===== config.mk =====
export PLATFORM = sky130hd
export DESIGN_NAME = dcm_lock_seq
export DESIGN_NICKNAME = d
export VERILOG_FILES = /design/src/rtl/dcm_lock_seq.sv
export SDC_FILE = /design/constraint.sdc
export NUM_CORES = 1
export LEC_CHECK = 0
export ABC_AREA = 1
export ABC_CLOCK_PERIOD_IN_PS = 1900
export CAP_MARGIN = 10
export CORE_MARGIN = 1.5
export CORE_UTILIZATION = 45
export DETAILED_ROUTE_END_ITERATION = 16
export PLACE_DENSITY_LB_ADDON = 0.1
export SLEW_MARGIN = 10
export SYNTH_ARGS = -nofsm -noshare
export SYNTH_HDL_FRONTEND = slang
export SYNTH_SLANG_ARGS = --single-unit

===== constraint.sdc =====
create_clock -name clk -period 1.9 [get_ports clk]
set_input_delay 0.285 -clock clk [delete_from_list [all_inputs] [get_ports clk]]
set_output_delay 0.285 -clock clk [all_outputs]
set_load 0.01 [all_outputs]

===== src/rtl/dcm_lock_seq.sv =====
// Reset/lock sequencer around a DCM_SP: pulses DCM RST, qualifies LOCKED, then
// releases the downstream reset; re-resets the DCM on lock loss or a stopped CLKIN.
module dcm_lock_seq #(
    parameter int RST_PULSE_CYCLES = 3,
    parameter int LOCK_TIMEOUT     = 1024,
    parameter int STABLE_CYCLES    = 16,
    parameter int MAX_RETRIES      = 4,
    parameter int CNT_W            = 16
) (
    input  logic       clk,
    input  logic       resetb,
    input  logic       enable,
    input  logic       dcm_locked,
    input  logic [7:0] dcm_status,
    output logic       dcm_rst,
    output logic       sys_resetb,
    output logic       locked,
    output logic       fail,
    output logic [7:0] retry_count,
    output logic [2:0] state
);

    localparam logic [2:0] IDLE      = 3'd0;
    localparam logic [2:0] RESET     = 3'd1;
    localparam logic [2:0] WAIT_LOCK = 3'd2;
    localparam logic [2:0] STABLE    = 3'd3;
    localparam logic [2:0] RUN       = 3'd4;
    localparam logic [2:0] FAIL      = 3'd5;

    localparam logic [CNT_W-1:0] RST_LAST     = CNT_W'(RST_PULSE_CYCLES - 1);
    localparam logic [CNT_W-1:0] TIMEOUT_LAST = CNT_W'(LOCK_TIMEOUT - 1);
    localparam logic [CNT_W-1:0] STABLE_LAST  = CNT_W'(STABLE_CYCLES - 1);

    logic [CNT_W-1:0] cnt;
    logic             lock_m, lock_s;
    logic             stop_m, stop_s;
    logic [7:0]       retry_inc;
    logic             retry_limit;

    // Only STATUS[1] (CLKIN stopped) matters; the other bits are deliberately ignored.
    logic unused_status;
    assign unused_status = ^{dcm_status[7:2], dcm_status[0]};

    always_ff @(posedge clk or negedge resetb) begin
        if (!resetb) begin
            lock_m <= 1'b0;
            lock_s <= 1'b0;
            stop_m <= 1'b0;
            stop_s <= 1'b0;
        end else begin
            lock_m <= dcm_locked;
            lock_s <= lock_m;
            stop_m <= dcm_status[1];
            stop_s <= stop_m;
        end
    end

    assign retry_inc   = (retry_count == 8'hFF) ? 8'hFF : retry_count + 8'd1;
    assign retry_limit = (MAX_RETRIES != 0) && (32'(retry_inc) >= MAX_RETRIES);

    // All outputs are registered alongside the state so they change on the entry edge.
    always_ff @(posedge clk or negedge resetb) begin
        if (!resetb) begin
            state       <= IDLE;
            cnt         <= '0;
            dcm_rst     <= 1'b1;
            sys_resetb  <= 1'b0;
            locked      <= 1'b0;
            fail        <= 1'b0;
            retry_count <= 8'd0;
        end else if (!enable) begin
            state      <= IDLE;
            cnt        <= '0;
            dcm_rst    <= 1'b1;
            sys_resetb <= 1'b0;
            locked     <= 1'b0;
            fail       <= 1'b0;
        end else begin
            case (state)
                IDLE: begin
                    state       <= RESET;
                    cnt         <= '0;
                    retry_count <= 8'd0;
                    dcm_rst     <= 1'b1;
                end
                RESET: begin
                    if (cnt == RST_LAST) begin
                        state   <= WAIT_LOCK;
                        cnt     <= '0;
                        dcm_rst <= 1'b0;
                    end else begin
                        cnt <= cnt + CNT_W'(1);
                    end
                end
                WAIT_LOCK: begin
                    // Lock arriving on the timeout cycle wins over the retry.
                    if (lock_s) begin
                        state <= STABLE;
                        cnt   <= '0;
                    end else if (cnt == TIMEOUT_LAST) begin
                        retry_count <= retry_inc;
                        cnt         <= '0;
                        dcm_rst     <= 1'b1;
                        if (retry_limit) begin
                            state <= FAIL;
                            fail  <= 1'b1;
                        end else begin
                            state <= RESET;
                        end
                    end else begin
                        cnt <= cnt + CNT_W'(1);
                    end
                end
                STABLE: begin
                    if (!lock_s) begin
                        state <= WAIT_LOCK;
                        cnt   <= '0;
                    end else if (cnt == STABLE_LAST) begin
                        state      <= RUN;
                        cnt        <= '0;
                        sys_resetb <= 1'b1;
                        locked     <= 1'b1;
                    end else begin
                        cnt <= cnt + CNT_W'(1);
                    end
                end
                RUN: begin
                    if (!lock_s || stop_s) begin
                        retry_count <= retry_inc;
                        cnt         <= '0;
                        dcm_rst     <= 1'b1;
                        sys_resetb  <= 1'b0;
                        locked      <= 1'b0;
                        if (retry_limit) begin
                            state <= FAIL;
                            fail  <= 1'b1;
                        end else begin
                            state <= RESET;
                        end
                    end
                end
                FAIL: begin
                    dcm_rst    <= 1'b1;
                    sys_resetb <= 1'b0;
                    locked     <= 1'b0;
                    fail       <= 1'b1;
                end
                default: begin
                    state      <= IDLE;
                    cnt        <= '0;
                    dcm_rst    <= 1'b1;
                    sys_resetb <= 1'b0;
                    locked     <= 1'b0;
                    fail       <= 1'b0;
                end
            endcase
        end
    end

endmodule


==> results.toml <==
[outcome]
status = "finished clean"

[critical_path]
rrSetupSlack_ns = 0.07
worstSetupStartpointType = "flip-flop"
crit_fanout = 8
timing.rr.end = "retry_count[1]"
reg2reg_depth = 12
crit_top_cell = "nand2_2"
crit_chain = "ha_2, nand2_2, inv_2, nand2_4, nor2_4, nand2_2, nand2_2, nand2_2, nor3_4, nand2_4, nand2_2, o21ai_2"
r2r_start = "cnt[1]"
crit_slowest_cell = "dfrtp_1"
cp-end-kind = "flip-flop"
cp.required_ns = 2.07
critPathKind = "flip-flop to flip-flop"
slowest_delay_ns = 0.38
arrival_ns = 2.01

[cells_and_area]
largest_register_ffs = 16
fin_cells = 421
fill_cells = 464
n_antenna_cell = 0
regMostFlops = "cnt"
reg.largest.list = "cnt (16), retry_count (8), state (3)"
ff_latch_area_sq_um = 855
nets = 368
multi_input_area_sq_mm = 0.00132
area_growth_pct = 21.2
drive_above_1_share_pct = 21.8

[sta]
min_period_ns = 1.83
fmax_ghz = 0.545
rsz0062_at_grt = "true"
fin_crit_sh_pct = 96.5
skew_ns = 0.00809
worstMarginPinSlew_ns = 0.431
finalWorstSetupSlack_ns = 0.0660
finalHoldWorstSlack_ns = 0.350
slew_viol_final = 0
finalSetupViolCount = 0
final-hold-violation-count = 0
maxSlewHeadroom_pct = 71.3

[floorplan]
die_h_um = 74.9
die-area_sq_mm = 0.00562
die_x_um = 74.9
coreArea_sq_mm = 0.00485
initial_core_util_pct = 48.0
row_count = 25
io_pins = 27

[synthesis]
synth_seq_area_share_pct = 36.6
synth_warnings = 0
synthArstFlopShare_pct = 100
ys.flop_type = "dfrtp_1"
synth_top_area_cell = "dfrtp_1"
syn_nets = 336
ys_ff_latch = 34
yosys-top-cells-count = "82 x nand2_1, 47 x nor2_1, 33 x dfrtp_1"
synth_area_per_cell_sq_um = 7.25
yosys.area.top_type_share_pct = 35.5
yosysMostFrequentCell = "nand2_1"
synth_area_leaders = "dfrtp_1 35%, nand2_1 13%, nor2_1 7.6%, nand3_1 6.2%, inv_1 4.8%"
synth.distinct_cells = 33
synth_area_sq_mm = 0.00233
synth_edf_count = 0
synthCells = 321

[grt]
grt_first_pass_wirelength_um = 9180
grt_max_degree = 35
grt_remaining_overflow = 0
grt.total_usage_pct = 21.6
grt_pass1_vias = 1974
antenna_found_initial = 0

[run]
cap_violations = 0

[place]
io_buffers = 19
hpwl_um = 3870
gp_congestion = 0.932
dp.cells = 408
pre_cts_ws_ns = 0.0550

[clocking]
postCtsHoldBufs = 0
htree_levels = 2
root_buffer = "clkbuf_8"
cts_sinks = 34
clk_path_buf_depth = 2
clk_pin_slew_ns = 0.07
cts_buffers = 5
cts_tree = "yes"
clock_latency_ns = 0.29

[detailed_routing]
drt_first_iter_violations = 135
drc = 0
num_vias = 2163
wire_per_inst_um = 13.1
antenna_left = 0
dr.pass1.iters = 7
finalWirelength_um = 5510
viasPerCell = 5.14

[pwr]
p_per_area_mw_per_mm2 = 921
p_comb_share_pct = 33.5
switching_share_pct = 36.7
ir_worst_vdd_v = 0.000459
internal_power_mw = 1.64
clockPowerShare_pct = 32.7
power.share.sequential_pct = 33.8
p_leak_nw = 1.26
power.switching_mw = 0.953

[hold_path]
min_to = "lock_s"
min_from = "lock_m"
worstHoldPathCells = 0
hold_class = "flip-flop to flip-flop"
[through the flow]
stage | TNS [ns] | power, mW | utilization, % | instance area, sq um
after floorplan | 0 | 1.48 | - | 2330
after global routing | -0.0761 | 2.76 | 58.2 | 2820
after CTS | 0 | 2.53 | 56.4 | 2730
after detailed placement | 0 | 1.68 | 53.4 | 2590
final | 0 | 2.60 | 58.2 | 2820
after global placement | 0 | 1.67 | 53.4 | 2590
[critical path: cells and delay by family (launching register included)]
kind,cells,cell delay [ns]
flops,1,0.38
compound gates,1,0.05
buf+inv,1,0.09
fa+ha+maj,1,0.19
simple gates,9,1.02
[layout make-up]
class | instances | area share [%]
repair buffers | 30 | 9.67
clock buffers | 6 | 2.93
flip-flops and latches | 34 | 30.3
clock inverters | 2 | 2.13
multi-input cells | 243 | 46.8
inverters | 39 | 5.19
well taps | 67 | 2.97
[layer usage]
layer / part of all wire [%] / global-route usage [%]
met4: 1.1 / 7.47
met5: 0 / 0
met2: 45 / 32.5
met3: 5.7 / 4.82
met1: 48 / 30.7
[logic make-up (layout without fill, tap and decap cells)]
family	after synthesis	count (layout)	share of synthesized area, %
buf+inv	45	77	9.03
simple gates	197	198	41.1
flops	34	34	36.6
xor+xnor	5	5	1.88
fa+ha+maj	3	3	1.61
compound gates	37	37	9.83
[worst max path at each step]
stage                     startpoint              to  cells past startpoint
after global routing          cnt[1]  retry_count[1]                     12
after global placement        enable         cnt[15]                      9
final                         cnt[1]  retry_count[1]                     12
after floorplan               cnt[0]  retry_count[1]                     13
after detailed placement      enable         cnt[15]                      9
after CTS                     cnt[1]  retry_count[0]                     12
[what timing repair did]
item                                    CTS  global route
setup buffers                             0             4
endpoints found under the setup margin    0            19
resized for setup                         0            18
[power by group through the flow]
stage	registers (mW)	logic, mW	clock network [mW]
after floorplan	0.881	0.599	0
after global placement	0.886	0.782	0
after detailed placement	0.888	0.788	0
after CTS	0.874	0.793	0.865
after global routing	0.890	0.970	0.900
final	0.878	0.870	0.849
[cell usage in the layout (no fill, tap or decap), drive strengths merged, types with 3 or more instances in the layout]
cell / instances
a21oi: 4
buf: 11
clkbuf: 6
clkdlybuf4s50: 19
dfrtp: 33
ha: 3
inv: 39
nand2: 92
nand3: 29
nand4: 11
nor2: 53
nor3: 12
o21ai: 28
xor2: 5
Note: power is estimated with default switching activity, not from simulation.
